**src/rtl/rv_muldiv_pkg.sv**
```systemverilog
// Shared encodings for the RV32M multiply/divide datapath: operation codes,
// divide sequencer states and the machine word width.
package rv_muldiv_pkg;

    localparam int XLEN = 32;

    typedef enum logic [1:0] {
        DIV_OP_DIV  = 2'b00,
        DIV_OP_DIVU = 2'b01,
        DIV_OP_REM  = 2'b10,
        DIV_OP_REMU = 2'b11
    } div_op_e;

    typedef enum logic [1:0] {
        IDLE = 2'b00,
        CALC = 2'b01,
        FIX  = 2'b10,
        DONE = 2'b11
    } div_state_e;

endpackage

```
**src/rtl/div_restoring_step.sv**
```systemverilog
// One iteration of a restoring divider: shift {rem,quo} left, trial-subtract
// the divisor and keep the difference when it does not go negative.
module div_restoring_step #(
    parameter int XLEN = 32
) (
    input  logic [XLEN-1:0] rem,
    input  logic [XLEN-1:0] quo,
    input  logic [XLEN-1:0] divisor,
    output logic [XLEN-1:0] rem_next,
    output logic [XLEN-1:0] quo_next
);

    logic [XLEN:0] shifted;
    logic [XLEN:0] trial;

    assign shifted = {rem, quo[XLEN-1]};
    // rem < divisor on entry, so whenever shifted overflows XLEN bits the
    // difference still fits and trial[XLEN] is a valid borrow flag.
    assign trial   = shifted - {1'b0, divisor};

    always_comb begin
        if (!trial[XLEN]) begin
            rem_next = trial[XLEN-1:0];
            quo_next = {quo[XLEN-2:0], 1'b1};
        end else begin
            rem_next = shifted[XLEN-1:0];
            quo_next = {quo[XLEN-2:0], 1'b0};
        end
    end

endmodule

```
**src/rtl/ex_div_sequencer.sv**
```systemverilog
// EX-stage sequencer for DIV/DIVU/REM/REMU: 32-step restoring divide with
// sign fix-up, pipeline stall request and a one-cycle result strobe.
module ex_div_sequencer #(
    parameter int XLEN  = rv_muldiv_pkg::XLEN,
    parameter int CNT_W = 6
) (
    input  logic            clk,
    input  logic            rst_n,
    input  logic            start,
    input  logic [1:0]      div_op,
    input  logic [XLEN-1:0] Alu_in1,
    input  logic [XLEN-1:0] Alu_in2,
    input  logic            flush,
    output logic            stall_req,
    output logic            busy,
    output logic            done,
    output logic [XLEN-1:0] div_result
);

    import rv_muldiv_pkg::*;

    localparam logic [XLEN-1:0] MIN_NEG  = {1'b1, {(XLEN-1){1'b0}}};
    localparam logic [CNT_W-1:0] LAST_CNT = CNT_W'(XLEN - 1);

    div_state_e      state, state_next;
    div_op_e         op_q;
    logic [CNT_W-1:0] cnt;
    logic [XLEN-1:0] rem, quo, divisor;
    logic [XLEN-1:0] rem_step, quo_step;
    logic [XLEN-1:0] result_q;
    logic            neg_q, neg_r;

    // Decode of the incoming instruction, only meaningful in IDLE.
    logic            in_signed, in_rem, in_div_zero, in_ovf, in_fast, accept;
    logic [XLEN-1:0] abs_a, abs_b, fast_result;

    assign in_signed   = ~div_op[0];
    assign in_rem      = div_op[1];
    assign in_div_zero = (Alu_in2 == '0);
    assign in_ovf      = in_signed && (Alu_in1 == MIN_NEG) && (Alu_in2 == '1);
    assign in_fast     = in_div_zero | in_ovf;
    assign abs_a       = (in_signed && Alu_in1[XLEN-1]) ? -Alu_in1 : Alu_in1;
    assign abs_b       = (in_signed && Alu_in2[XLEN-1]) ? -Alu_in2 : Alu_in2;
    assign fast_result = in_div_zero ? (in_rem ? Alu_in1 : '1)
                                     : (in_rem ? '0 : MIN_NEG);

    div_restoring_step #(.XLEN(XLEN)) u_step (
        .rem      (rem),
        .quo      (quo),
        .divisor  (divisor),
        .rem_next (rem_step),
        .quo_next (quo_step)
    );

    always_ff @(posedge clk or negedge rst_n) begin
        if (!rst_n) state <= IDLE;
        else        state <= state_next;
    end

    // NOTE: every output of this block gets a default first so no path can
    // leave a signal unassigned and infer a latch.
    always_comb begin
        state_next = state;
        accept     = 1'b0;
        case (state)
            IDLE: begin
                if (start && !flush) begin
                    accept     = 1'b1;
                    state_next = in_fast ? DONE : CALC;
                end
            end
            CALC: begin
                if (flush)                 state_next = IDLE;
                else if (cnt == LAST_CNT)  state_next = FIX;
            end
            FIX:     state_next = flush ? IDLE : DONE;
            DONE:    state_next = IDLE;
            default: state_next = IDLE;
        endcase
    end

    // NOTE: sequential state uses non-blocking assignments so every register
    // samples pre-edge values regardless of statement order.
    always_ff @(posedge clk or negedge rst_n) begin
        if (!rst_n) begin
            op_q     <= DIV_OP_DIV;
            cnt      <= '0;
            rem      <= '0;
            quo      <= '0;
            divisor  <= '0;
            neg_q    <= 1'b0;
            neg_r    <= 1'b0;
            result_q <= '0;
        end else begin
            case (state)
                IDLE: begin
                    if (accept) begin
                        op_q    <= div_op_e'(div_op);
                        cnt     <= '0;
                        rem     <= '0;
                        quo     <= abs_a;
                        divisor <= abs_b;
                        neg_q   <= in_signed && (Alu_in1[XLEN-1] ^ Alu_in2[XLEN-1]);
                        neg_r   <= in_signed && Alu_in1[XLEN-1];
                        if (in_fast) result_q <= fast_result;
                    end
                end
                CALC: begin
                    if (!flush) begin
                        rem <= rem_step;
                        quo <= quo_step;
                        cnt <= cnt + CNT_W'(1);
                    end
                end
                FIX: begin
                    if (!flush) begin
                        if (op_q == DIV_OP_REM || op_q == DIV_OP_REMU)
                            result_q <= neg_r ? -rem : rem;
                        else
                            result_q <= neg_q ? -quo : quo;
                    end
                end
                default: ;
            endcase
        end
    end

    assign busy       = (state != IDLE);
    assign done       = (state == DONE) && !flush;
    assign stall_req  = ((state == IDLE) && start && !flush) ||
                        (state == CALC) || (state == FIX);
    assign div_result = result_q;

endmodule

```
**config.mk**
```make
export PLATFORM = sky130hd
export DESIGN_NAME = ex_div_sequencer
export DESIGN_NICKNAME = d
export VERILOG_FILES = /design/src/rtl/rv_muldiv_pkg.sv /design/src/rtl/div_restoring_step.sv /design/src/rtl/ex_div_sequencer.sv
export SDC_FILE = /design/constraint.sdc
export NUM_CORES = 1
export LEC_CHECK = 0
export ABC_CLOCK_PERIOD_IN_PS = 3800
export CAP_MARGIN = 20
export CELL_PAD_IN_SITES_DETAIL_PLACEMENT = 1
export CELL_PAD_IN_SITES_GLOBAL_PLACEMENT = 2
export CORE_AREA = 8 8 185 187
export DETAILED_ROUTE_END_ITERATION = 8
export DIE_AREA = 0 0 193 195
export GPL_TIMING_DRIVEN = 1
export PLACE_DENSITY_LB_ADDON = 0.15
export RECOVER_POWER = 100
export SKIP_CTS_REPAIR_TIMING = 1
export SYNTH_ARGS = -nofsm -noshare
export SYNTH_HDL_FRONTEND = slang
export SYNTH_SLANG_ARGS = --single-unit
```
**constraint.sdc**
```tcl
create_clock -name clk -period 3.8 [get_ports clk]
set_clock_uncertainty 0.2 [all_clocks]
set_input_delay 0.95 -clock clk [delete_from_list [all_inputs] [get_ports clk]]
set_output_delay 0.95 -clock clk [all_outputs]
set_load 0.05 [all_outputs]
```
==> run_results.csv, run 1 <==
group,metric,value,unit
critical_path,critical_path_required,3.95,ns
layout,layout-drive-gt1-share,15.51,%
synth,ys.warnings.count,0,
layout,fin_nets,1637,
clock_tree,cts.sinks,139,
critical_path,path_class,"in2reg",
placed_design,gp_congestion,0.8446,
timing,worst_slack,-0.003758,ns
synth,synth_edf_count,0,
route,drtPass1Iterations,5,
critical_path,cp_max_fo,4,
clock_tree,cts_tree,"built",
route,dr_total_vias,10380,
route,antenna_left,0,
timing,hold_violations,0,
timing,fin_tns_setup,-0.006090,ns
clock_tree,ctsRootBufferMaster,"clkbuf_16",
hold_path,hp-class,"reg2reg",
placed_design,dp_hpwl,28410,microns
synth,ys.flop_type,"dfrtp_1",
route,drt-initial-drc-count,384,
critical_path,start_kind,"input pin",
timing,fin_crit,3.804,ns
timing,worst_pin_slew,1.695,ns
global_route,grt_overflow_total,0,
pwr,leakagePower,6.112,nW
pwr,power_per_cell_area,611.9,mW/mm^2
critical_path,reg2reg_to,"rem[9]",
run,cap_viol_max_count,1,
global_route,grt_pass1_vias,10850,
floorplanning,die_h,195,microns
clock_tree,htree_levels,4,
timing,rsz0062_at_grt,"true",
timing,max_freq,262.9,MHz
critical_path,r2r_cells,13,
clock_tree,clk_latency,0.44,ns
synth,yosysUniqueCellTypes,70,
floorplanning,fp.dieW,193,microns
floorplanning,start_util,34.41,%
timing,finalSetupViolCount,3,
floorplanning,core,0.03123,sq mm
hold_path,min_to,"div_result[17]",
timing,fin_crit_sh,100.1,%
placed_design,dp_slack,-0.7074,ns
floorplanning,rows,65,
critical_path,end_kind,"flop",
floorplanning,dieArea,0.03764,sq mm
clock_tree,cts_buffers,17,
timing,relSlewSlack,-13.03,%
route,wl_per_cell,19.16,microns
critical_path,worstPathArrival,3.95,ns
synth,async_reset_ff_share,100.0,%
layout,fillers,3767,
critical_path,r2r-start,"rem[4]",
global_route,grt_usage,19.90,%
hold_path,hold_path_depth,2,
clock_tree,clockBufferDepth,2,
clock_tree,clk_pin_slew_worst_paths,0.06,ns
layout,area_delta_synth_final,30.17,%
synth,synth_seq_cells,139,
timing,drv_slew,60,
layout,antennaDiodeCount,0,
synth,mappedNetlistArea,0.01075,sq mm
route,drc_errors,0,
global_route,antenna_found_initial,0,
global_route,grt_max_degree,72,
synth,syn_inst,1339,
synth,syn_avg_cell_area,8.026,sq um
pwr,peakVddDrop,364.0,uV
global_route,grt_pass1_wl,59800,microns
placed_design,portBuffers,104,
run_status,status,"finished with violations",
pwr,fin_total_pwr,8.560,mW
route,viasPerCell,5.343,
floorplanning,io-pin-count,105,
critical_path,reg2reg_slack,0.21,ns
route,wirelength,37230,microns
synth,seq_area_frac_synth,32.37,%
hold_path,hold_path_startpoint,"div_result[17]",
synth,synth_nets,1448,
run_status,violations,"max-capacitance violations, max-slew violations, negative setup slack",
-- Yosys cell counts, drive strengths merged, types with 2 or more instances --
master	n	area, sq um
dfrtp	139	3478
o211ai	22	165.2
or4	16	138.9
xor2	66	578.1
o211a	2	20.02
and3	6	37.54
or2	3	18.77
o22ai	8	50.05
nor2	86	325.3
nor4b	3	32.53
nand2	189	711.9
nor2b	6	37.54
o21bai	3	22.52
o2111ai	2	17.52
and2	3	18.77
or3	17	106.4
a211oi	8	60.06
a31o	2	17.52
clkbuf	61	229.0
nand3b	3	22.52
xnor2	81	709.4
a21oi	93	465.5
inv	54	202.7
o41ai	11	103.9
buf	13	70.06
ha	38	475.5
nor3	15	86.34
nand4	22	137.6
a31oi	14	93.84
nand2b	14	87.58
o21a	11	82.58
nor4	15	136.4
nor3b	3	27.52
o31ai	31	246.5
a22o	5	43.79
nand3	14	75.07
a21o	30	226.5
mux2i	30	300.3
o21ai	180	900.9
o221ai	6	52.55
-- metal layers --
layer  up-vias  routed length [microns]  GRT usage (%)
met4         0                      486          5.073
met2       159                    17330          32.03
li1       5149                        -              -
met3        28                     1176          2.655
met1      5045                    18240          27.67
met5         -                        0              0
-- state kept, by name (all words and copies together) (netlist names) --
register,count
div_result,32
divisor,32
cnt,6
neg_q,1
state,2
quo,32
neg_r,1
op_q,1
rem,32
-- cell type report --
type,instances,area (sq um),area share [%]
sequential,139,3478,24.87
clock buffer,20,466.7,3.336
multi-input combinational,1073,7002,50.05
tap,402,503.0,3.596
clock inverter,12,145.1,1.038
inverter,54,202.7,1.449
timing repair buffer,243,2191,15.66
-- placed cells by master, fill, tap and decap left out, types with 14 or more instances in the layout --
cell,instances
nand2_1,188
o21ai_0,153
dfrtp_1,139
buf_4,126
a21oi_1,91
clkdlybuf4s50_1,83
xnor2_1,81
nor2_1,75
xor2_1,66
inv_1,52
ha_1,37
o31ai_1,30
mux2i_1,30
a21o_1,29
o21ai_1,27
nand4_1,22
o211ai_1,22
clkbuf_16,19
or3_1,14
-- cell families (layout without fill, tap and decap cells) --
logic type      after synthesis  in the layout  synth area share, %
compound gates              437            437                24.62
xor+xnor                    147            147                11.98
fa+ha+maj                    39             39                4.611
buf+inv                     128            329                4.669
flops                       139            139                32.37
mux                          30             30                2.794
simple gates                419            420                18.95
-- critical path, cell delays in order --
cell	delay (ns)
clkdlybuf4s50_1	0.44
or3_4	0.38
nor4_4	0.31
nand2b_4	0.10
or3_4	0.35
or4_4	0.45
o21bai_1	0.17
a21o_2	0.24
and2_4	0.23
clkbuf_16	0.17
nor2_2	0.03
a31oi_1	0.13
-- metrics by stage --
stage | util (%) | cell area [sq um] | std cells | hold slack (ns)
after global routing | 44.79 | 13990 | 1943 | 0.3045
after detailed placement | 41.87 | 13080 | 1902 | 0.2677
final | 44.79 | 13990 | 1943 | 0.2769
after global placement | 41.87 | 13080 | 1902 | 0.2514
after CTS | 43.83 | 13690 | 1934 | 0.2822
after floorplan | - | 10750 | 1339 | 0.2498
-- how the worst max path moves through the flow --
stage / cells after the start / slack, ns / endpoint / from
3_3_place_gp: 12 / -0.61 / quo[28] / Alu_in1[9]
6_report: 12 / -0.004 / div_result[10] / Alu_in1[8]
2_1_floorplan: 13 / 0.07 / div_result[11] / Alu_in2[2]
3_5_place_dp: 11 / -0.71 / div_result[31] / Alu_in2[2]
4_1_cts: 11 / -0.25 / div_result[31] / Alu_in2[2]
5_1_grt: 12 / -0.08 / div_result[11] / Alu_in1[8]
-- power by group --
| group | internal [mW] | switching, mW |
|---|---|---|
| registers | 1.78 | 0.458 |
| clock network | 1.08 | 0.682 |
| logic | 2.06 | 2.51 |
(Power assumes the default switching activity.)
==> run 2: changes to the inputs <==
--- a/config.mk
+++ b/config.mk
@@ -9,9 +9,9 @@
 export CAP_MARGIN = 20
 export CELL_PAD_IN_SITES_DETAIL_PLACEMENT = 1
 export CELL_PAD_IN_SITES_GLOBAL_PLACEMENT = 2
-export CORE_AREA = 8 8 185 187
+export CORE_AREA = 2 2 179 181
 export DETAILED_ROUTE_END_ITERATION = 8
-export DIE_AREA = 0 0 193 195
+export DIE_AREA = 0 0 181 183
 export GPL_TIMING_DRIVEN = 1
 export PLACE_DENSITY_LB_ADDON = 0.15
 export RECOVER_POWER = 100
==> run 2 against run 1 <==
Net effect:
- the flow finishes with violations (max-capacitance violations, max-slew violations)
- sequential power about the same
- register-to-register slack about the same
- combinational power grew 4%
- clock power is 8% higher
- total power increased by 3.4%
- clock-buffer cell count unchanged
- worst setup slack improved by 0.12 ns
- critical endpoint is now div_result[24]
==> run_results.csv, run 2 (synthesis results as in run 1) <==
group,metric,value,unit
layout,multi_input_area,0.006912,sq mm
hold_path,hold_path_depth,2,
pwr,peakVddDrop,334.4,uV
global_route,grt_overflow_total,0,
floorplanning,io-pin-count,105,
timing,hold_violations,0,
timing,relSlewSlack,-9.546,%
critical_path,crit_path_top_delay_cell,"or4_4",
critical_path,worstPathArrival,3.81,ns
timing,drv_slew,61,
placed_design,dp.cells,1904,
clock_tree,cts_tree,"built",
clock_tree,clk_latency,0.43,ns
placed_design,portBuffers,104,
timing,max_freq,271.5,MHz
route,antenna_left,0,
hold_path,hp-class,"reg2reg",
critical_path,crit_path_cell_trace,"dlymetal6s2s_1 -> or4_4 -> nor3b_4 -> nand4_1 -> or4_4 -> nor3_4 -> o21bai_1 -> a21o_2 -> nand2_2 -> buf_12 -> a22o_1",
layout,antennaDiodeCount,0,
clock_tree,htree_levels,4,
global_route,grt_pass1_wl,58640,microns
layout,area_delta_synth_final,30.19,%
clock_tree,ctsRootBufferMaster,"clkbuf_16",
run_status,violations,"max-capacitance violations, max-slew violations",
global_route,grt_usage,22.25,%
clock_tree,clk_pin_slew_worst_paths,0.07,ns
floorplanning,core,0.03123,sq mm
route,viasPerCell,5.345,
pwr,power_per_cell_area,632.6,mW/mm^2
critical_path,reg2reg_slack,0.21,ns
layout,area.sequential,0.003478,sq mm
hold_path,hold_path_startpoint,"div_result[22]",
critical_path,critical_path_required,3.92,ns
critical_path,cpPeakStageDelay,0.57,ns
layout,fin_cells,1946,
layout,layout_common_cells,"188 x nand2_1, 159 x o21ai_0, 139 x dfrtp_1",
global_route,antenna_found_initial,1,
global_route,grt_max_degree,67,
route,wirelength,36970,microns
hold_path,min_to,"div_result[22]",
timing,fin_crit,3.684,ns
clock_tree,cts_buffers,17,
timing,fin_crit_sh,96.94,%
run,cap_viol_max_count,1,
critical_path,cp_max_fo,9,
global_route,grt_pass1_vias,10690,
floorplanning,fp.dieW,181,microns
critical_path,critical_path.top_delay_family,"simple AND/OR/NAND/NOR gates",
timing,worst_pin_slew,1.643,ns
route,drt-initial-drc-count,511,
critical_path,cp-startpoint,"Alu_in2[5]",
layout,final_common_cell,"nand2_1",
critical_path,r2r-start,"quo[31]",
layout,layout-drive-gt1-share,14.38,%
timing,fin_tns_setup,0,ns
timing,finalSetupViolCount,0,
floorplanning,start_util,34.41,%
route,drc_errors,0,
route,dr_total_vias,10400,
placed_design,dp_hpwl,27670,microns
floorplanning,die_h,183,microns
critical_path,start_kind,"input pin",
placed_design,gp_congestion,0.8692,
layout,fin_nets,1640,
critical_path,path_class,"in2reg",
route,wl_per_cell,19.00,microns
critical_path,crit_top_cell,"or4_4",
critical_path,end_kind,"flop",
run_status,status,"finished with violations",
clock_tree,cts.sinks,139,
floorplanning,rows,65,
critical_path,r2r_cells,15,
layout,postLayoutCellArea,0.01399,sq mm
floorplanning,dieArea,0.03312,sq mm
clock_tree,clockBufferDepth,2,
placed_design,post_dp_cell_area,0.01310,sq mm
pwr,leakagePower,6.303,nW
critical_path,cp_num_buf_inv,2,
route,drtPass1Iterations,5,
critical_path,reg2reg_to,"rem[22]",
layout,fillers,3748,
-- run 2: routing by layer --
metal / wire length (microns) / GRT usage, %
met4: 668 / 5.951
met1: 17680 / 30.50
met3: 1221 / 3.376
met5: 13 / 0
met2: 17380 / 36.68
-- run 2: area by class of cell --
type | instances | share of cell area, %
sequential | 139 | 24.86
clock inverter | 12 | 1.377
tap | 402 | 3.595
timing repair buffer | 247 | 15.98
multi-input combinational | 1072 | 49.40
inverter | 54 | 1.449
clock buffer | 20 | 3.336
-- run 2: worst max path at each step --
stage / to / slack (ns) / cells after the start
after CTS: div_result[31] / -0.27 / 11
after global placement: div_result[20] / -0.58 / 11
after global routing: div_result[2] / -0.01 / 13
final: div_result[24] / 0.12 / 11
after detailed placement: div_result[20] / -0.71 / 11
after floorplan: div_result[11] / 0.07 / 13
-- run 2: stage by stage --
step	util (%)	hold WS [ns]	total power, mW	setup slack (ns)
6_report	44.80	0.2659	8.851	0.1162
3_5_place_dp	41.96	0.2639	6.810	-0.7114
4_1_cts	44.07	0.2792	8.748	-0.2660
5_1_grt	44.80	0.3070	9.552	-0.01441
3_3_place_gp	41.96	0.2571	6.707	-0.5835
2_1_floorplan	-	0.2498	5.386	0.06631
-- run 2: worst register-to-register path, delay by kind of cell (launching register included) --
family / cells / cell delay, ns
adder cells (fa/ha/maj): 2 / 0.63
flip-flops: 1 / 0.33
AND/OR/NAND/NOR: 3 / 0.45
buffers and inverters: 3 / 0.47
multiplexers: 1 / 0.21
AO/OA/AOI/OAI: 6 / 1.16
-- run 2: power breakdown --
group          switching [mW]  internal (mW)
Sequential              0.435           1.78
Clock                   0.689           1.21
Combinational            2.64           2.09
==> run 3: changes to the inputs <==
--- a/config.mk
+++ b/config.mk
@@ -16,6 +16,7 @@
 export PLACE_DENSITY_LB_ADDON = 0.15
 export RECOVER_POWER = 100
 export SKIP_CTS_REPAIR_TIMING = 1
+export SLEW_MARGIN = 30
 export SYNTH_ARGS = -nofsm -noshare
 export SYNTH_HDL_FRONTEND = slang
 export SYNTH_SLANG_ARGS = --single-unit
==> results of run 3 <==
The final DEF is identical to that of run 2; final timing and power are the same.
